===== src/rtl/alu_op_sequencer_if.sv =====
// Request/response handshake bundle between instruction decode, the ALU
// operation sequencer and register writeback.
// master: the decode/writeback side. slave: the sequencer.
interface alu_op_sequencer_if;
  logic        req_valid;
  logic        req_ready;
  logic [1:0]  req_op;
  logic [31:0] req_a;
  logic [31:0] req_b;
  logic        rsp_valid;
  logic        rsp_ready;
  logic [31:0] rsp_result;
  logic        rsp_err;

  modport master (
    output req_valid, req_op, req_a, req_b, rsp_ready,
    input  req_ready, rsp_valid, rsp_result, rsp_err
  );

  modport slave (
    input  req_valid, req_op, req_a, req_b, rsp_ready,
    output req_ready, rsp_valid, rsp_result, rsp_err
  );
endinterface


===== src/rtl/alu_op_sequencer.sv =====
// Single-issue UM-32 arithmetic sequencer. Add and nand are computed here.
// Mul and div are handed to the shared multi-cycle multiplier_32/divider_32
// units: operands are driven, the unit is held in reset for one LAUNCH cycle,
// released in WAIT, and the result is captured when the unit reports finished.
// A watchdog aborts WAIT after WAIT_LIMIT cycles with rsp_err set.
// Optional macro DIV_ZERO_TRAP_EN: a divide by zero is answered directly
// with rsp_err=1 and never reaches the divider.
module alu_op_sequencer #(
  parameter int unsigned WAIT_LIMIT = 128
) (
  input  logic                clk,
  input  logic                reset,
  alu_op_sequencer_if.slave   bus,
  output logic                busy,
  output logic [31:0]         mul_a,
  output logic [31:0]         mul_b,
  output logic                mul_reset,
  input  logic [31:0]         mul_lo,
  input  logic [31:0]         mul_hi,
  input  logic                mul_finished,
  output logic [31:0]         div_n,
  output logic [31:0]         div_d,
  output logic                div_reset,
  input  logic [31:0]         div_q,
  input  logic [31:0]         div_r,
  input  logic                div_finished
);

  localparam int CNT_W = $clog2(WAIT_LIMIT + 1);
  localparam logic [1:0] OP_ADD  = 2'b00;
  localparam logic [1:0] OP_MUL  = 2'b01;
  localparam logic [1:0] OP_DIV  = 2'b10;
  localparam logic [1:0] OP_NAND = 2'b11;

  typedef enum logic [1:0] {S_IDLE, S_LAUNCH, S_WAIT, S_DONE} state_t;

  state_t             state_q, state_d;
  logic [1:0]         op_q, op_d;
  logic [31:0]        mul_a_q, mul_a_d, mul_b_q, mul_b_d;
  logic [31:0]        div_n_q, div_n_d, div_d_q, div_d_d;
  logic [31:0]        result_q, result_d;
  logic               err_q, err_d;
  logic [CNT_W-1:0]   cnt_q, cnt_d;
  logic               sel_finished;

  // The high product word and remainder are not part of any result.
  logic unused_inputs;
  assign unused_inputs = ^{mul_hi, div_r};

  function automatic logic [31:0] f_add(input logic [31:0] a, input logic [31:0] b);
    return a + b;
  endfunction

  function automatic logic [31:0] f_nand(input logic [31:0] a, input logic [31:0] b);
    return ~(a & b);
  endfunction

  // Handshake and unit-control outputs decoded from the current state.
  always_comb begin
    bus.req_ready  = (state_q == S_IDLE);
    bus.rsp_valid  = (state_q == S_DONE);
    bus.rsp_result = result_q;
    bus.rsp_err    = err_q;
    busy           = (state_q != S_IDLE);
    mul_reset      = !((state_q == S_WAIT) && (op_q == OP_MUL));
    div_reset      = !((state_q == S_WAIT) && (op_q == OP_DIV));
    mul_a          = mul_a_q;
    mul_b          = mul_b_q;
    div_n          = div_n_q;
    div_d          = div_d_q;
    sel_finished   = (op_q == OP_MUL) ? mul_finished : div_finished;
  end

  // Next-state, operand latching, result capture and watchdog.
  always_comb begin
    state_d  = state_q;
    op_d     = op_q;
    mul_a_d  = mul_a_q;
    mul_b_d  = mul_b_q;
    div_n_d  = div_n_q;
    div_d_d  = div_d_q;
    result_d = result_q;
    err_d    = err_q;
    cnt_d    = cnt_q;
    unique case (state_q)
      S_IDLE: begin
        if (bus.req_valid) begin
          op_d  = bus.req_op;
          err_d = 1'b0;
          unique case (bus.req_op)
            OP_ADD: begin
              result_d = f_add(bus.req_a, bus.req_b);
              state_d  = S_DONE;
            end
            OP_NAND: begin
              result_d = f_nand(bus.req_a, bus.req_b);
              state_d  = S_DONE;
            end
            OP_MUL: begin
              mul_a_d = bus.req_a;
              mul_b_d = bus.req_b;
              state_d = S_LAUNCH;
            end
            default: begin
`ifdef DIV_ZERO_TRAP_EN
              if (bus.req_b == 32'd0) begin
                result_d = 32'd0;
                err_d    = 1'b1;
                state_d  = S_DONE;
              end else begin
                div_n_d = bus.req_a;
                div_d_d = bus.req_b;
                state_d = S_LAUNCH;
              end
`else
              div_n_d = bus.req_a;
              div_d_d = bus.req_b;
              state_d = S_LAUNCH;
`endif
            end
          endcase
        end
      end
      S_LAUNCH: begin
        // Unit still in reset with its operands settled; release next cycle.
        cnt_d   = '0;
        state_d = S_WAIT;
      end
      S_WAIT: begin
        if (sel_finished) begin
          result_d = (op_q == OP_MUL) ? mul_lo : div_q;
          state_d  = S_DONE;
        end else if (cnt_q == CNT_W'(WAIT_LIMIT - 1)) begin
          result_d = 32'd0;
          err_d    = 1'b1;
          state_d  = S_DONE;
        end else begin
          cnt_d = cnt_q + 1'b1;
        end
      end
      default: begin
        if (bus.rsp_ready) state_d = S_IDLE;
      end
    endcase
  end

  // State and datapath registers; reset returns everything to a clean idle.
  always_ff @(posedge clk or negedge reset) begin
    if (!reset) begin
      state_q  <= S_IDLE;
      op_q     <= OP_ADD;
      mul_a_q  <= '0;
      mul_b_q  <= '0;
      div_n_q  <= '0;
      div_d_q  <= '0;
      result_q <= '0;
      err_q    <= 1'b0;
      cnt_q    <= '0;
    end else begin
      state_q  <= state_d;
      op_q     <= op_d;
      mul_a_q  <= mul_a_d;
      mul_b_q  <= mul_b_d;
      div_n_q  <= div_n_d;
      div_d_q  <= div_d_d;
      result_q <= result_d;
      err_q    <= err_d;
      cnt_q    <= cnt_d;
    end
  end

endmodule


===== src/flat_wrapper.sv =====
// flat-port wrapper written by rule: the top's interface ports become plain ports
module alu_op_sequencer_flat 
#(
  parameter int unsigned WAIT_LIMIT = 128
)
  (clk, reset, busy, mul_a, mul_b, mul_reset, mul_lo, mul_hi, mul_finished, div_n, div_d, div_reset, div_q, div_r, div_finished, bus_req_valid, bus_req_op, bus_req_a, bus_req_b, bus_rsp_ready, bus_req_ready, bus_rsp_valid, bus_rsp_result, bus_rsp_err);
  alu_op_sequencer_if bus_i ();
  input  logic clk;
  input  logic reset;
  output logic busy;
  output logic [31:0] mul_a;
  output logic [31:0] mul_b;
  output logic mul_reset;
  input  logic [31:0] mul_lo;
  input  logic [31:0] mul_hi;
  input  logic mul_finished;
  output logic [31:0] div_n;
  output logic [31:0] div_d;
  output logic div_reset;
  input  logic [31:0] div_q;
  input  logic [31:0] div_r;
  input  logic div_finished;
  input wire logic [$bits(bus_i.req_valid)-1:0] bus_req_valid;
  input wire logic [$bits(bus_i.req_op)-1:0] bus_req_op;
  input wire logic [$bits(bus_i.req_a)-1:0] bus_req_a;
  input wire logic [$bits(bus_i.req_b)-1:0] bus_req_b;
  input wire logic [$bits(bus_i.rsp_ready)-1:0] bus_rsp_ready;
  output wire logic [$bits(bus_i.req_ready)-1:0] bus_req_ready;
  output wire logic [$bits(bus_i.rsp_valid)-1:0] bus_rsp_valid;
  output wire logic [$bits(bus_i.rsp_result)-1:0] bus_rsp_result;
  output wire logic [$bits(bus_i.rsp_err)-1:0] bus_rsp_err;
  assign bus_i.req_valid = bus_req_valid;
  assign bus_i.req_op = bus_req_op;
  assign bus_i.req_a = bus_req_a;
  assign bus_i.req_b = bus_req_b;
  assign bus_i.rsp_ready = bus_rsp_ready;
  assign bus_req_ready = bus_i.req_ready;
  assign bus_rsp_valid = bus_i.rsp_valid;
  assign bus_rsp_result = bus_i.rsp_result;
  assign bus_rsp_err = bus_i.rsp_err;
  alu_op_sequencer #(.WAIT_LIMIT(WAIT_LIMIT)) u_core (.clk(clk), .reset(reset), .bus(bus_i), .busy(busy), .mul_a(mul_a), .mul_b(mul_b), .mul_reset(mul_reset), .mul_lo(mul_lo), .mul_hi(mul_hi), .mul_finished(mul_finished), .div_n(div_n), .div_d(div_d), .div_reset(div_reset), .div_q(div_q), .div_r(div_r), .div_finished(div_finished));
endmodule

===== config.mk =====
export PLATFORM = sky130hd
export DESIGN_NAME = alu_op_sequencer_flat
export DESIGN_NICKNAME = d
export VERILOG_FILES = /design/src/rtl/alu_op_sequencer_if.sv /design/src/rtl/alu_op_sequencer.sv /design/src/flat_wrapper.sv
export SDC_FILE = /design/constraint.sdc
export NUM_CORES = 1
export LEC_CHECK = 0
export CAP_MARGIN = 20
export CORE_MARGIN = 5
export CORE_UTILIZATION = 45
export CTS_CLUSTER_SIZE = 8
export DETAILED_ROUTE_END_ITERATION = 16
export GPL_ROUTABILITY_DRIVEN = 0
export PLACE_DENSITY = 0.82
export SLEW_MARGIN = 10
export SYNTH_ARGS = -nofsm -noshare
export SYNTH_HDL_FRONTEND = slang
export SYNTH_SLANG_ARGS = --single-unit
export TNS_END_PERCENT = 5

===== constraint.sdc =====
create_clock -name clk -period 3 [get_ports clk]
set_input_delay 0.3 -clock clk [delete_from_list [all_inputs] [get_ports clk]]
set_output_delay 0.3 -clock clk [all_outputs]
set_load 0.01 [all_outputs]

==> impl_results.md <==
* Status: finished clean
* DRC at 0
* Synth area leader: dfrtp_1
* DRT iter0 DRCs at 641
* Synth Register Bits at between 150 and 200
* Initial antenna violation count at 0
* Switching share of power at roughly 35%
* Post-DP HPWL at around 23 mm
* Worst Hold Class: primary input to asynchronous set/reset pin
* Synth area leaders: dfrtp_1, mux2_2, ha_1
* Ys Warns at 0
* VDD IR max at 0.000483 V
* Routed WL at 30.2 mm
* TritonCTS clock tree: done
* Seq pwr share at 32.1%
* Io pins at 366
* Syn avg cell area at 11.2 µm²
* Layout cell share with drive strength beyond 1 at approximately 20%
* Worst-Margin Slew at between 0.7 and 0.8 ns
* Fmax at roughly 380 MHz
* Clock Power Share at 18.5%
* Initial Utilization at 45.8%
* Syn nets at 1104
* CP arrival at 2.96 ns
* Post-synth top area share at 45.0%
* Max-slew violations at 0
* Worst setup SP type: flip-flop
* Total chip power at 12.4 mW
* Largest net degree at the start of global routing at 77
* RSZ-0062 raised after global routing: no
* CTS max path bufs at 2
* PnR worst setup slack at 0.351 ns
* Crit path max fanout at 24
* Overflow left after global routing at 0
* Worst Skew at ~0.012 ns
* # diodes at 0
* Slew HR at 50.5%
* Synth Cell Area at roughly 9600 µm²
* Critical path class: flip-flop to flip-flop
* Num CTS Buffers at 17
* Final setup fails at 0
* Die W at 156 µm
* First-pass GRT wire length at roughly 47 mm
* IO buf count at 301
* Final #Nets at 1412
* CP Data Required Time at 3.31 ns
* DP Worst Slack at -0.00694 ns
* Syn Inst Count at between 800 and 900
* Number of enable flip-flop cells after synthesis at 0
* Die Span Y at 156 µm
* Core area at 21000 µm²
* Reg2reg end: u_core.bus.rsp_result[17]
* Fin crit share at 88.3%
* Internal at about 8.1 mW
* Die area at approximately 24000 µm²
* Cells resized by post-CTS repair at 0
* MaxCap Viol Count at 0
* Synthesis-to-finish area growth at 42.1%
* Clk slew on worst S/H paths at 0.07 ns
* Leakage at 5.84 nW
* Register area share after synthesis at 45.0%
* CP endpoint kind: flip-flop
* Routed wire per std cell at approximately 21 µm
* P_sw at between 4 and 5 mW
* Clk root buf: clkbuf_16
* Detailed-route via count at between 8k and 9k
* Flop-to-flop setup slack at 0.35 ns
* Total GRT Usage at 24.4%
* Worst r2r src: u_core.state_q[0]
* Crit path time final at 2.65 ns
* Synth async-reset ratio at 100%
* Number of global-route vias before repair at about 8.3k
* Drt first pass iters at 5
* Cell Count, Final, Fillers Out at 1458
* Post-synth cell types at 80
* Placed Cells incl. Taps at 1425
* Worst r2r path cells at 9
* Antenna-violating nets left at 0
* Clock sink count at 173
* Hold Vio Cnt, Final at 0
* Postcts setup bufs at 0
* Power Density at 906 nW/µm²
* Row count at 53
* Clock latency on the worst-skew pair at 0.43 ns
* Vias per cell at about 5.6
* H-tree Lvls at 4
* Comb power frac at 49.3%
* Synth Flop Type: dfrtp_1
## final cells by class
type | count | area (µm²)
fillers | 1636 | 7340
multi-input cells | 622 | 5000
flip-flops and latches | 173 | 4330
repair buffers | 338 | 3330
clock buffers | 22 | 484
well taps | 275 | 344
clock inverters | 10 | 125
inverters | 18 | 67.6
## per-layer routing
| layer | wire, µm | vias up | track usage, % |
|---|---|---|---|
| li1 | - | 3778 | - |
| met1 | 12500 | 4036 | 30.9 |
| met2 | 14400 | 324 | 40.3 |
| met3 | 2770 | 49 | 7.66 |
| met4 | 620 | 0 | 7.19 |
| met5 | 0 | - | 0 |
## through the flow
step	instance area (µm²)	setup TNS, ns	hold WS, ns	utilization (%)
2_1_floorplan	9630	0	0.00441	-
3_3_place_gp	13100	0	0.398	62.1
3_5_place_dp	13100	-0.00694	0.397	62.1
4_1_cts	13700	0	0.492	65.1
5_1_grt	13700	0	0.507	65.1
6_report	13700	0	0.477	65.1
## critical path: stages (launching register included)
cell,delay (ns)
dfrtp_1,0.43
inv_1,0.13
ha_1,0.56
inv_1,0.15
nand2_1,0.10
a21o_2,0.34
buf_4,0.34
nor3_1,0.11
a211oi_1,0.26
o21ai_1,0.09
## cells by family (layout without fill, tap and decap cells)
group                      Yosys count  after routing  share of synthesized area (%)
AOI/OAI and AO/OA                  198            198                           14.1
xor gates and xnor gates            27             27                           2.46
adders and majority gates           42             42                           5.46
buffers and inverters               67            388                           3.50
DFF                                173            173                           45.0
muxes                              181            181                           20.5
and+or+nand+nor                    174            174                           9.00
## worst max path at each step
stage,start,end,slack (ns),cells after the start
2_1_floorplan,bus_req_b[10],u_core.bus.rsp_result[21],0.76,9
3_3_place_gp,bus_req_a[10],u_core.bus.rsp_result[29],0.03,10
3_5_place_dp,bus_req_a[10],u_core.bus.rsp_result[29],-0.007,10
4_1_cts,u_core.state_q[0],u_core.bus.rsp_result[17],0.39,9
5_1_grt,u_core.state_q[0],u_core.bus.rsp_result[17],0.20,9
6_report,u_core.state_q[0],u_core.bus.rsp_result[17],0.35,9
## power groups by stage
| stage | Combinational, mW | Clock (mW) | Sequential [mW] |
|---|---|---|---|
| final | 6.11 | 2.30 | 3.98 |
| after global routing | 6.53 | 2.44 | 4.12 |
| after CTS | 6.16 | 2.34 | 3.98 |
| after detailed placement | 6.11 | 0 | 4.01 |
| after global placement | 6.03 | 0 | 3.93 |
| after floorplan | 2.43 | 0 | 4.48 |
## cells in the mapped netlist, drive strengths merged (2+ instances only)
cell,number
a211o,2
o21a,3
nor2b,6
nand4,7
nor2,36
mux2i,50
nor3b,6
mux2,131
buf,21
nand2b,2
dfrtp,173
o41ai,3
nand3,16
nand2,60
a221o,6
a22o,3
clkbuf,28
a21oi,50
a211oi,11
o2111ai,2
and4,2
nor4,2
o211ai,5
ha,42
a21boi,2
nand3b,2
o21ai,52
o22a,2
o221ai,2
o31ai,5
inv,18
a21o,16
and3,5
o22ai,10
xnor2,11
or2,2
xor2,16
a221oi,4
a31oi,9
nor3,24
## state kept, by name, indices dropped and copies added (netlist names)
name / cells
u_core.state_q: 2
u_core.mul_b: 32
u_core.div_n: 32
u_core.div_d: 32
u_core.bus.rsp_result: 32
u_core.mul_a: 32
u_core.bus.rsp_err: 1
u_core.cnt_q: 8
u_core.op_q: 2
## timing repair
action | CTS | global route
endpoints found under the hold margin | 74 | 0
endpoints found under the setup margin | 0 | 0
hold buffers | 1 | 0
## layout by cell type (no fill, tap or decap), types with 9 or more instances in the layout
| cell | Yosys | final |
|---|---|---|
| dfrtp_1 | 173 | 173 |
| clkbuf_16 | 0 | 17 |
| nand3_1 | 16 | 14 |
| a31oi_1 | 9 | 9 |
| nor3_1 | 23 | 23 |
| nand2_1 | 58 | 58 |
| nor2_1 | 35 | 35 |
| a21o_1 | 15 | 14 |
| a21oi_1 | 47 | 47 |
| xor2_1 | 16 | 16 |
| mux2_2 | 130 | 130 |
| o21ai_1 | 25 | 25 |
| clkdlybuf4s50_1 | 0 | 300 |
| o22ai_1 | 10 | 10 |
| xnor2_1 | 11 | 11 |
| ha_1 | 42 | 42 |
| buf_4 | 3 | 33 |
| mux2i_1 | 50 | 50 |
| inv_1 | 17 | 17 |
| a211oi_1 | 10 | 10 |
| o21ai_0 | 27 | 27 |
No activity file was read; power rests on OpenSTA's default activity.
